$ cat config.mk
export PLATFORM = sky130hd
export DESIGN_NAME = instr_fetch_unit
export DESIGN_NICKNAME = d
export VERILOG_FILES = /design/src/rtl/instr_fetch_unit.sv
export SDC_FILE = /design/constraint.sdc
export NUM_CORES = 1
export LEC_CHECK = 0
export ABC_AREA = 1
export CORE_MARGIN = 3
export CORE_UTILIZATION = 55
export CTS_CLUSTER_DIAMETER = 80
export DETAILED_ROUTE_END_ITERATION = 7
export PLACE_DENSITY = 0.85
export SLEW_MARGIN = 25
export SYNTH_ARGS = -nofsm -noshare
export SYNTH_HDL_FRONTEND = slang
export SYNTH_SLANG_ARGS = --single-unit
$ cat constraint.sdc
create_clock -name clk -period 2.8 [get_ports clk]
set_input_delay 0.42 -clock clk [delete_from_list [all_inputs] [get_ports clk]]
set_output_delay 0.42 -clock clk [all_outputs]
set_load 0.01 [all_outputs]
$ cat src/rtl/instr_fetch_unit.sv
// Fetch-side initiator for a 1-cycle-latency synchronous program ROM.
// Pairs each returned word with its address and presents it to the decoder behind a one-entry hold buffer.
module instr_fetch_unit #(
    parameter int               PC_W     = 10,
    parameter int               INSTR_W  = 16,
    parameter logic [PC_W-1:0]  RESET_PC = '0
) (
    input  logic               clk,
    input  logic               reset,
    output logic [PC_W-1:0]    oPC,
    input  logic [INSTR_W-1:0] iInstr,
    input  logic               iStall,
    input  logic               iBranchTaken,
    input  logic [PC_W-1:0]    iBranchTarget,
    output logic [INSTR_W-1:0] oInstr,
    output logic [PC_W-1:0]    oInstrPC,
    output logic               oInstrValid
);

    localparam logic [1:0] S_BOOT = 2'd0;
    localparam logic [1:0] S_RUN  = 2'd1;
    localparam logic [1:0] S_HOLD = 2'd2;

    logic [1:0]         state_q,      state_d;
    logic [PC_W-1:0]    pc_q,         pc_d;
    logic [PC_W-1:0]    fetch_pc_q,   fetch_pc_d;
    logic [INSTR_W-1:0] hold_instr_q, hold_instr_d;
    logic [PC_W-1:0]    hold_pc_q,    hold_pc_d;
    logic [INSTR_W-1:0] out_instr_q,  out_instr_d;
    logic [PC_W-1:0]    out_pc_q,     out_pc_d;
    logic               out_valid_q,  out_valid_d;
    logic [PC_W-1:0]    pc_inc;

    // Wraps modulo 2^PC_W by construction.
    assign pc_inc = pc_q + PC_W'(1);

    always_comb begin
        // NOTE: every next-state value defaults to its register so no path infers a latch.
        state_d      = state_q;
        pc_d         = pc_q;
        fetch_pc_d   = fetch_pc_q;
        hold_instr_d = hold_instr_q;
        hold_pc_d    = hold_pc_q;
        out_instr_d  = out_instr_q;
        out_pc_d     = out_pc_q;
        out_valid_d  = out_valid_q;

        if (iBranchTaken) begin
            // Redirect drops both the in-flight ROM word and any held word.
            pc_d         = iBranchTarget;
            out_valid_d  = 1'b0;
            hold_instr_d = '0;
            hold_pc_d    = '0;
            state_d      = S_BOOT;
        end else begin
            case (state_q)
                S_BOOT: begin
                    if (!iStall) begin
                        fetch_pc_d = pc_q;
                        pc_d       = pc_inc;
                        state_d    = S_RUN;
                    end
                end
                S_RUN: begin
                    if (iStall) begin
                        hold_instr_d = iInstr;
                        hold_pc_d    = fetch_pc_q;
                        state_d      = S_HOLD;
                    end else begin
                        out_instr_d = iInstr;
                        out_pc_d    = fetch_pc_q;
                        out_valid_d = 1'b1;
                        fetch_pc_d  = pc_q;
                        pc_d        = pc_inc;
                    end
                end
                S_HOLD: begin
                    // pc_q stayed frozen, so the ROM is returning ROM[pc_q] again on exit.
                    if (!iStall) begin
                        out_instr_d = hold_instr_q;
                        out_pc_d    = hold_pc_q;
                        out_valid_d = 1'b1;
                        fetch_pc_d  = pc_q;
                        pc_d        = pc_inc;
                        state_d     = S_RUN;
                    end
                end
                default: state_d = S_BOOT;
            endcase
        end
    end

    always_ff @(posedge clk) begin
        // NOTE: reset is synchronous, so it lives inside the clocked branch rather than the sensitivity list.
        if (reset) begin
            state_q      <= S_BOOT;
            pc_q         <= RESET_PC;
            fetch_pc_q   <= RESET_PC;
            hold_instr_q <= '0;
            hold_pc_q    <= '0;
            out_instr_q  <= '0;
            out_pc_q     <= '0;
            out_valid_q  <= 1'b0;
        end else begin
            state_q      <= state_d;
            pc_q         <= pc_d;
            fetch_pc_q   <= fetch_pc_d;
            hold_instr_q <= hold_instr_d;
            hold_pc_q    <= hold_pc_d;
            out_instr_q  <= out_instr_d;
            out_pc_q     <= out_pc_d;
            out_valid_q  <= out_valid_d;
        end
    end

    assign oPC         = pc_q;
    assign oInstr      = out_instr_q;
    assign oInstrPC    = out_pc_q;
    assign oInstrValid = out_valid_q;

endmodule

-- Word level (Yosys, flattened, before mapping)
Index checks and enable logic that the tools add are counted.
- flip-flop bits (word level): 75
- input bits: 30
- output and inout port bits: 37
- logic and storage cells: 43
- $add $sub $neg: 1
- equal/unequal tests: 7
- multiplexer cells: 12
- bitwise operators: 2
- reduce and logical (&&, ||, !) cells: 13
- operator list (kind ; count):
    10-bit 2-to-1 mux ; 5
    16-bit 2-to-1 mux ; 2
    16-bit case mux with 2 select lines ; 1
    10-bit case mux with 2 select lines ; 1
    10-bit by 1-bit adder with 10-bit output (second input constant) ; 1
    2-bit != test (second input constant) ; 4
    2-bit AND reduction ; 4
    2-bit OR reduction ; 3
    2-bit 2-to-1 mux ; 2
    2-bit case mux with 2 select lines ; 1
    4-bit AND reduction ; 1
    2-bit nonzero test ; 2
    3-bit AND reduction ; 1
    3-bit OR reduction ; 1
    2-bit by 1-bit == test with 1-bit output (second input constant) ; 1
    2-bit == test (second input constant) ; 1
    2-bit zero test ; 1
    2-bit by 1-bit != test with 1-bit output (second input constant) ; 1
    1-bit NOT ; 2

-- Longest topological paths before layout
Gate-level depths: netlist of run 1.
- word-level depth: 4
- gate-level depth with buffers: 9
- gate-level depth less buffers: 9

-- Worst setup path before layout of run 1
OpenSTA, ideal clock, no wires.
- path kind: register -> register
- from: register state_q[0]
- to: register out_pc_q[7], in the netlist oInstrPC[7]
- library setup time: 0.116 ns
- data arrival time: 1.276 ns
- data required time: 2.684 ns
- setup slack: 1.408 ns
- cell stages (with the launch flop): 8
- path buffers: 1
- clock period less this slack: 1.392 ns
- path through: dfxtp_1 > inv_1 > ha_1 > o211ai_4 > inv_4 > buf_6 > nor2_1 > nor2_1
- cells in the longest elaborated chain, start to end: 3
- elaborated cells between the ends (all ways): 7
- classes of those cells: eq/ne: 4; mux: 1; reduce/logical: 2
- RTL lines (element ; RTL line ; text):
    from (decl) ; 24 ; logic [1:0] state_q, state_d;
    from (signal assigned) ; 105 ; state_q <= state_d;
    2-bit by 1-bit == test with 1-bit output or 2-bit == test (tied branches) ; 56 ; case (state_q)
    2-bit != test (no source line) or 2-bit nonzero test (tied branches) ; n/a ;
    4-bit AND reduction (no source line) ; n/a ;
    to (signal assigned) ; 111 ; out_pc_q <= out_pc_d;
    to (decl) ; 30 ; logic [PC_W-1:0] out_pc_q, out_pc_d;
Several ways; a longest one is shown, not always the timed one.
A chain may end at the register's enable or synchronous reset.

-- Worst setup path in the final report of run 1
- from: register state_q[1]
- to: register hold_pc_q[9]
- cells in the longest elaborated chain, start to end: 2
- RTL lines (element ; RTL line ; text):
    2-bit by 1-bit == test with 1-bit output ; 56 ;
    2-bit AND reduction (no source line) ; n/a ;
    to (signal assigned) ; 109 ; hold_pc_q <= hold_pc_d;
    to (decl) ; 28 ; logic [PC_W-1:0] hold_pc_q, hold_pc_d;
No other way between the ends.

==> out/results.ini, run 1 <==
[critical_path]
crit_required_ps=3070
slowest_stage=inv_1
cpMostUsedCell=inv_1
path_class=reg2reg
reg2reg_from=state_q[1]
worstSetupStartpointType=register
path_depth=7
cp.arrival_ps=2240
ff2ff_path_depth=7
cp-end-kind=register
slowest_delay_ps=600
path_buf_inv=3
critical_path.startpoint=state_q[1]
critPathMaxFanout=30
worstPathCellList=inv_1 > ha_1 > nand2_1 > buf_4 > inv_1 > o21ai_0 > a21oi_1
cpLargestDelayFamily=buffers and inverters

[drt]
via_per_inst=5.29
wirelength_mm=7.48
vias=3116
firstDrtPassIters=5
wl_per_cell_um=12.7
dr.first_iter.drc_count=271
antenna_left=0
drcViolationCount=0

[job]
cap_violations=0

[synthesis]
yosysWarnings=0
ys_seq_area_share_pct=46.4
postSynthCellCount=454
syn-num-nets=489
synth.cell_area_sq_um=3230
avgSynthCellArea_sq_um=7.12
synth_cell_type_count=26
ys_seq_elements=75

[clock_network]
cts_hold_buffers=0
cts_resized=0
cts_buffers=9
h-tree-depth=3
cts.clk_slew.worst_paths_ps=80
clock_sinks=75
cts_tree=done
postCtsSetupBuffers=0
cts_buffer_depth=2
cts-root-buf=clkbuf_8
clk_latency_ps=340

[power]
ir_worst_vdd_uv=334
leakagePower_uw=0.00159
powerDensity_nw_per_um2=552

[sta]
finalSetupTns_ps=0
maxSlewViolCount=0
timing.slew.headroom_pct=46.8
finalHoldViolCount=0
setup_violations=0
fin_skew_ps=10.4
tightest_slew_ps=797
rsz0062_at_grt=false
max_freq_mhz=507
min_period_ps=1970
fin_crit_sh_pct=70.5

[die]
rows=27
die_w_um=82.7
die_area_sq_um=6840
io_pins=67
start_util_pct=57.7
core_area_sq_um=5610
die_h_um=82.7

[hold_path]
holdPathStages=2
min_from=hold_instr_q[2]
hp-class=reg2reg

[status]
status=finished clean

[layout]
antennaDiodeCount=0
area_growth_pct=26.8
fillCellCount=465
final_cells=589
multi_input_area_sq_um=1470
drive_above_1_share_pct=5.80
fin_nets=547
regArea_sq_um=1500

[global_route]
grt_max_degree=40
grt_antenna_before_repair=0
grt_usage_pct=23.0
grt_pass1_vias=2741
grt.overflow.total=0
grt_pass1_wl_mm=12.0

[place]
gp_congestion=0.895
dp.cells=573
dpl.hpwl_mm=5.16
io_buffer_count=66

==> cell type report <==
class	count	share of cell area, %
tap	72	2.20
inverter	34	3.17
sequential	75	36.6
multi-input combinational	322	35.9
timing repair buffer	70	16.8
clock buffer	10	3.11
clock inverter	6	2.17
==> synthesized netlist by cell type (all sizes together) <==
cell type	n	area (sq um)
nand3b	1	7.51
inv	34	130
a21oi	27	135
nand4	1	6.26
nor2	97	372
o21ai	78	394
o211ai	1	21.3
nor3	3	15.0
a211oi	5	37.5
nand3	7	35.0
xor2	2	17.5
a31oi	3	18.8
or2	1	6.26
nand2	91	344
ha	5	62.6
clkbuf	6	22.5
buf	17	108
dfxtp	75	1500
==> report_power, final <==
part           internal [uW]  total, uW  switching (uW)
logic                    114        240             126
clock network            504        900             397
registers               1100       1120            23.9
total                   1720       2260             547
==> stage by stage <==
stage / utilization (%) / setup slack (ps) / hold WS (ps) / cell area [sq um] / total power (uW)
after floorplan: - / 1410 / 424 / 3230 / 1280
after global placement: 69.3 / 649 / 431 / 3880 / 1380
after detailed placement: 69.3 / 584 / 441 / 3880 / 1390
after CTS: 73.1 / 827 / 455 / 4100 / 2280
after global routing: 73.1 / 615 / 479 / 4100 / 2360
final: 73.1 / 826 / 452 / 4100 / 2260
==> worst register-to-register path, cell delays in order (launching register included) <==
cell	delay [ps]
dfxtp_1	350
inv_1	90
ha_1	240
nand2_1	80
buf_4	210
inv_1	610
o21ai_0	190
a21oi_1	150
==> sequential cells by signal, summed over array words and instances (netlist names) <==
name	cells
hold_instr_q	16
oInstr	16
fetch_pc_q	10
hold_pc_q	10
oInstrPC	10
oPC	10
state_q	2
oInstrValid	1
==> worst paths after layout <==
kind                                         to  slack [ps]
worst max-delay path               hold_pc_q[9]         830
worst min-delay path            hold_instr_q[2]         450
worst max register to register     hold_pc_q[9]         830
worst min register to register  hold_instr_q[2]         450
==> kinds of logic (layout without fill, tap and decap cells) <==
kind of cell    after synthesis  in the layout  synth area share, %
simple gates                201            201                 24.3
fa+ha+maj                     5              5                 1.93
compound gates              114            114                 18.8
xor+xnor                      2              2                0.542
flops                        75             75                 46.4
buf+inv                      57            120                 8.05
==> placed cells by master, fill, tap and decap left out, drive strengths merged <==
cell	instances
nor2	97
nand2	91
o21ai	78
dfxtp	75
clkdlybuf4s50	66
inv	35
a21oi	27
clkbuf	10
nand3	7
a211oi	5
ha	5
buf	4
nor3	3
a31oi	3
xor2	2
clkinvlp	2
bufinv	2
o211ai	1
or2	1
nand4	1
nand3b	1
clkinv	1
==> routing by layer <==
layer	wire, um	part of all wire [%]	vias up	GRT usage (%)
li1	-	-	1575	-
met1	3270	44	1425	28.8
met5	0	0	-	0
met2	3700	49	107	38.2
met4	106	1.4	0	10.6
met3	408	5.5	9	4.12
(Power assumes the default switching activity.)
==> run 2: changes to the inputs <==
--- a/config.mk
+++ b/config.mk
@@ -7,10 +7,10 @@
 export LEC_CHECK = 0
 export ABC_AREA = 1
 export CORE_MARGIN = 3
-export CORE_UTILIZATION = 55
+export CORE_UTILIZATION = 51
 export CTS_CLUSTER_DIAMETER = 80
 export DETAILED_ROUTE_END_ITERATION = 7
-export PLACE_DENSITY = 0.85
+export PLACE_DENSITY = 0.8
 export SLEW_MARGIN = 25
 export SYNTH_ARGS = -nofsm -noshare
 export SYNTH_HDL_FRONTEND = slang
==> constraint.sdc (replaced) <==
create_clock -name clk -period 1.85 [get_ports clk]
set_input_delay 0.2775 -clock clk [delete_from_list [all_inputs] [get_ports clk]]
set_output_delay 0.2775 -clock clk [all_outputs]
set_load 0.01 [all_outputs]
==> run 2 against run 1 <==
Global-route usage down 1.6 points. Via count down 0.29%. Sequential cell count unchanged. First-iteration DRC count down 30%.
==> out/results.ini, run 2 (synthesis gave the netlist of run 1 again) <==
[status]
status=finished clean

[global_route]
grt_antenna_before_repair=0  ; unchanged
grt_max_degree=31  ; -23%
grt_usage_pct=21.4  ; -1.6 points
grt_pass1_wl_mm=12.8  ; +6.7%
grt_pass1_vias=2895  ; +5.6%
grt.overflow.total=0  ; unchanged

[sta]
rsz0062_at_grt=false
fin_skew_ps=8.80  ; -1.59 ps
maxSlewViolCount=0  ; unchanged
timing.slew.headroom_pct=75.0  ; +28 points
max_freq_mhz=595
finalHoldViolCount=0  ; unchanged
min_period_ps=1680
finalSetupTns_ps=0  ; unchanged
setup_violations=0  ; unchanged
fin_crit_sh_pct=90.8
tightest_slew_ps=374  ; -423 ps

[die]
start_util_pct=53.7  ; -4.0 points
core_area_sq_um=6030  ; +7.5%
die_area_sq_um=7330  ; +7.3%
io_pins=67  ; unchanged
die_w_um=85.6  ; +3.6%
die_h_um=85.6  ; +3.6%
rows=28  ; +3.7%

[layout]
fin_area_sq_um=4130  ; +0.76%
final_cells=600  ; +1.9%
layout_common_cells=nor2_1, nand2_1, dfxtp_1
layout_commonest_cell=nor2_1
antennaDiodeCount=0  ; unchanged
fillCellCount=533  ; +15%
fin_nets=555  ; +1.5%
drive_above_1_share_pct=7.05  ; +1.2 points
area_growth_pct=27.8
multi_input_area_sq_um=1470  ; unchanged
regArea_sq_um=1500  ; unchanged

[place]
dp.cells=584  ; +1.9%
gp_congestion=0.860  ; -3.9%
dpl.hpwl_mm=5.47  ; +6.1%
io_buffer_count=66  ; unchanged
placed_area_sq_um=3960  ; +2.0%

[hold_path]
hp-class=reg2reg

[critical_path]
crit_required_ps=1570  ; -1500 ps
cp-end-kind=output port
slowest_delay_ps=590  ; about the same
slowest_stage=clkdlybuf4s50_1
cpLargestDelayFamily=buffers and inverters
cp.arrival_ps=1400  ; -840 ps
path_buf_inv=1  ; -2
worstPathCellList=clkdlybuf4s50_1
path_class=reg2out
critPathMaxFanout=6  ; -80%
worstSetupStartpointType=register

[clock_network]
h-tree-depth=3  ; unchanged
cts.clk_slew.worst_paths_ps=70  ; about the same
cts_hold_buffers=0  ; unchanged
cts_tree=done
clock_sinks=75  ; unchanged
cts-root-buf=clkbuf_8
cts_buffers=9  ; unchanged
clk_latency_ps=340  ; about the same
cts_buffer_depth=2  ; unchanged
postCtsSetupBuffers=0  ; unchanged
cts_resized=0  ; unchanged

[drt]
firstDrtPassIters=4  ; -1
dr.first_iter.drc_count=189  ; -30%
via_per_inst=5.18  ; -2.1%
drcViolationCount=0  ; unchanged
wirelength_mm=7.56  ; +1.0%
vias=3107  ; -0.29%
antenna_left=0  ; unchanged
wl_per_cell_um=12.6  ; -0.85%

[power]
power_uw=3180  ; +40%
powerDensity_nw_per_um2=768  ; +39%
leakagePower_uw=0.00161  ; +1.5%
ir_worst_vdd_uv=427  ; +28%

[job]
cap_violations=0  ; unchanged

## run 2: cell count changes in the layout (fill, tap and decap cells not counted), sizes merged
| cell | delta |
|---|---|
| buf | +8 |
| clkinvlp | -1 |
| clkinv | +2 |
| bufinv | -2 |
| inv | -1 |
| clkbuf | +2 |
## run 2: final timing paths
check / startpoint / cells after the start / slack, ps / end
setup / recovery: oPC[4] / 1 / 170 / oPC[4]
hold / removal: hold_instr_q[2] / 2 / 460 / hold_instr_q[2]
setup reg to reg: state_q[0] / 6 / 290 / oInstr[2]
hold reg to reg: hold_instr_q[2] / 2 / 460 / hold_instr_q[2]
## run 2: report_power, final
part,total (uW),switching [uW],internal [uW]
sequential,1700,37.4,1660
combinational,374,191,182
clock,1100,578,523
## run 2: per-layer routing
metal	routed length [um]	GRT usage (%)
met1	3480	29.1
met2	3470	33.8
met3	442	3.36
met4	165	9.06
met5	0	0
## run 2: stage by stage
| stage | hold WS, ps | utilization (%) | worst slack, ps |
|---|---|---|---|
| 6_report | 460 | 68.6 | 170 |
| 5_1_grt | 495 | 68.6 | 95.2 |
| 4_1_cts | 463 | 68.6 | 173 |
| 3_5_place_dp | 452 | 65.7 | 140 |
| 3_3_place_gp | 431 | 65.7 | 125 |
| 2_1_floorplan | 421 | - | 458 |
## run 2: final cells by class
class / instances / share of cell area, %
Inverter: 34 / 3.15
Tap cell: 75 / 2.27
Sequential cell: 75 / 36.3
Clock inverter: 4 / 0.636
Timing Repair Buffer: 78 / 18.5
Multi-Input combinational cell: 322 / 35.6
Clock buffer: 12 / 3.51
## run 2: worst register-to-register path: cells and delay by family, from the launching register on
| family | cells | cell delay [ps] |
|---|---|---|
| fa+ha+maj | 1 | 290 |
| simple gates | 1 | 90 |
| compound gates | 2 | 350 |
| flops | 1 | 390 |
| buf+inv | 2 | 380 |
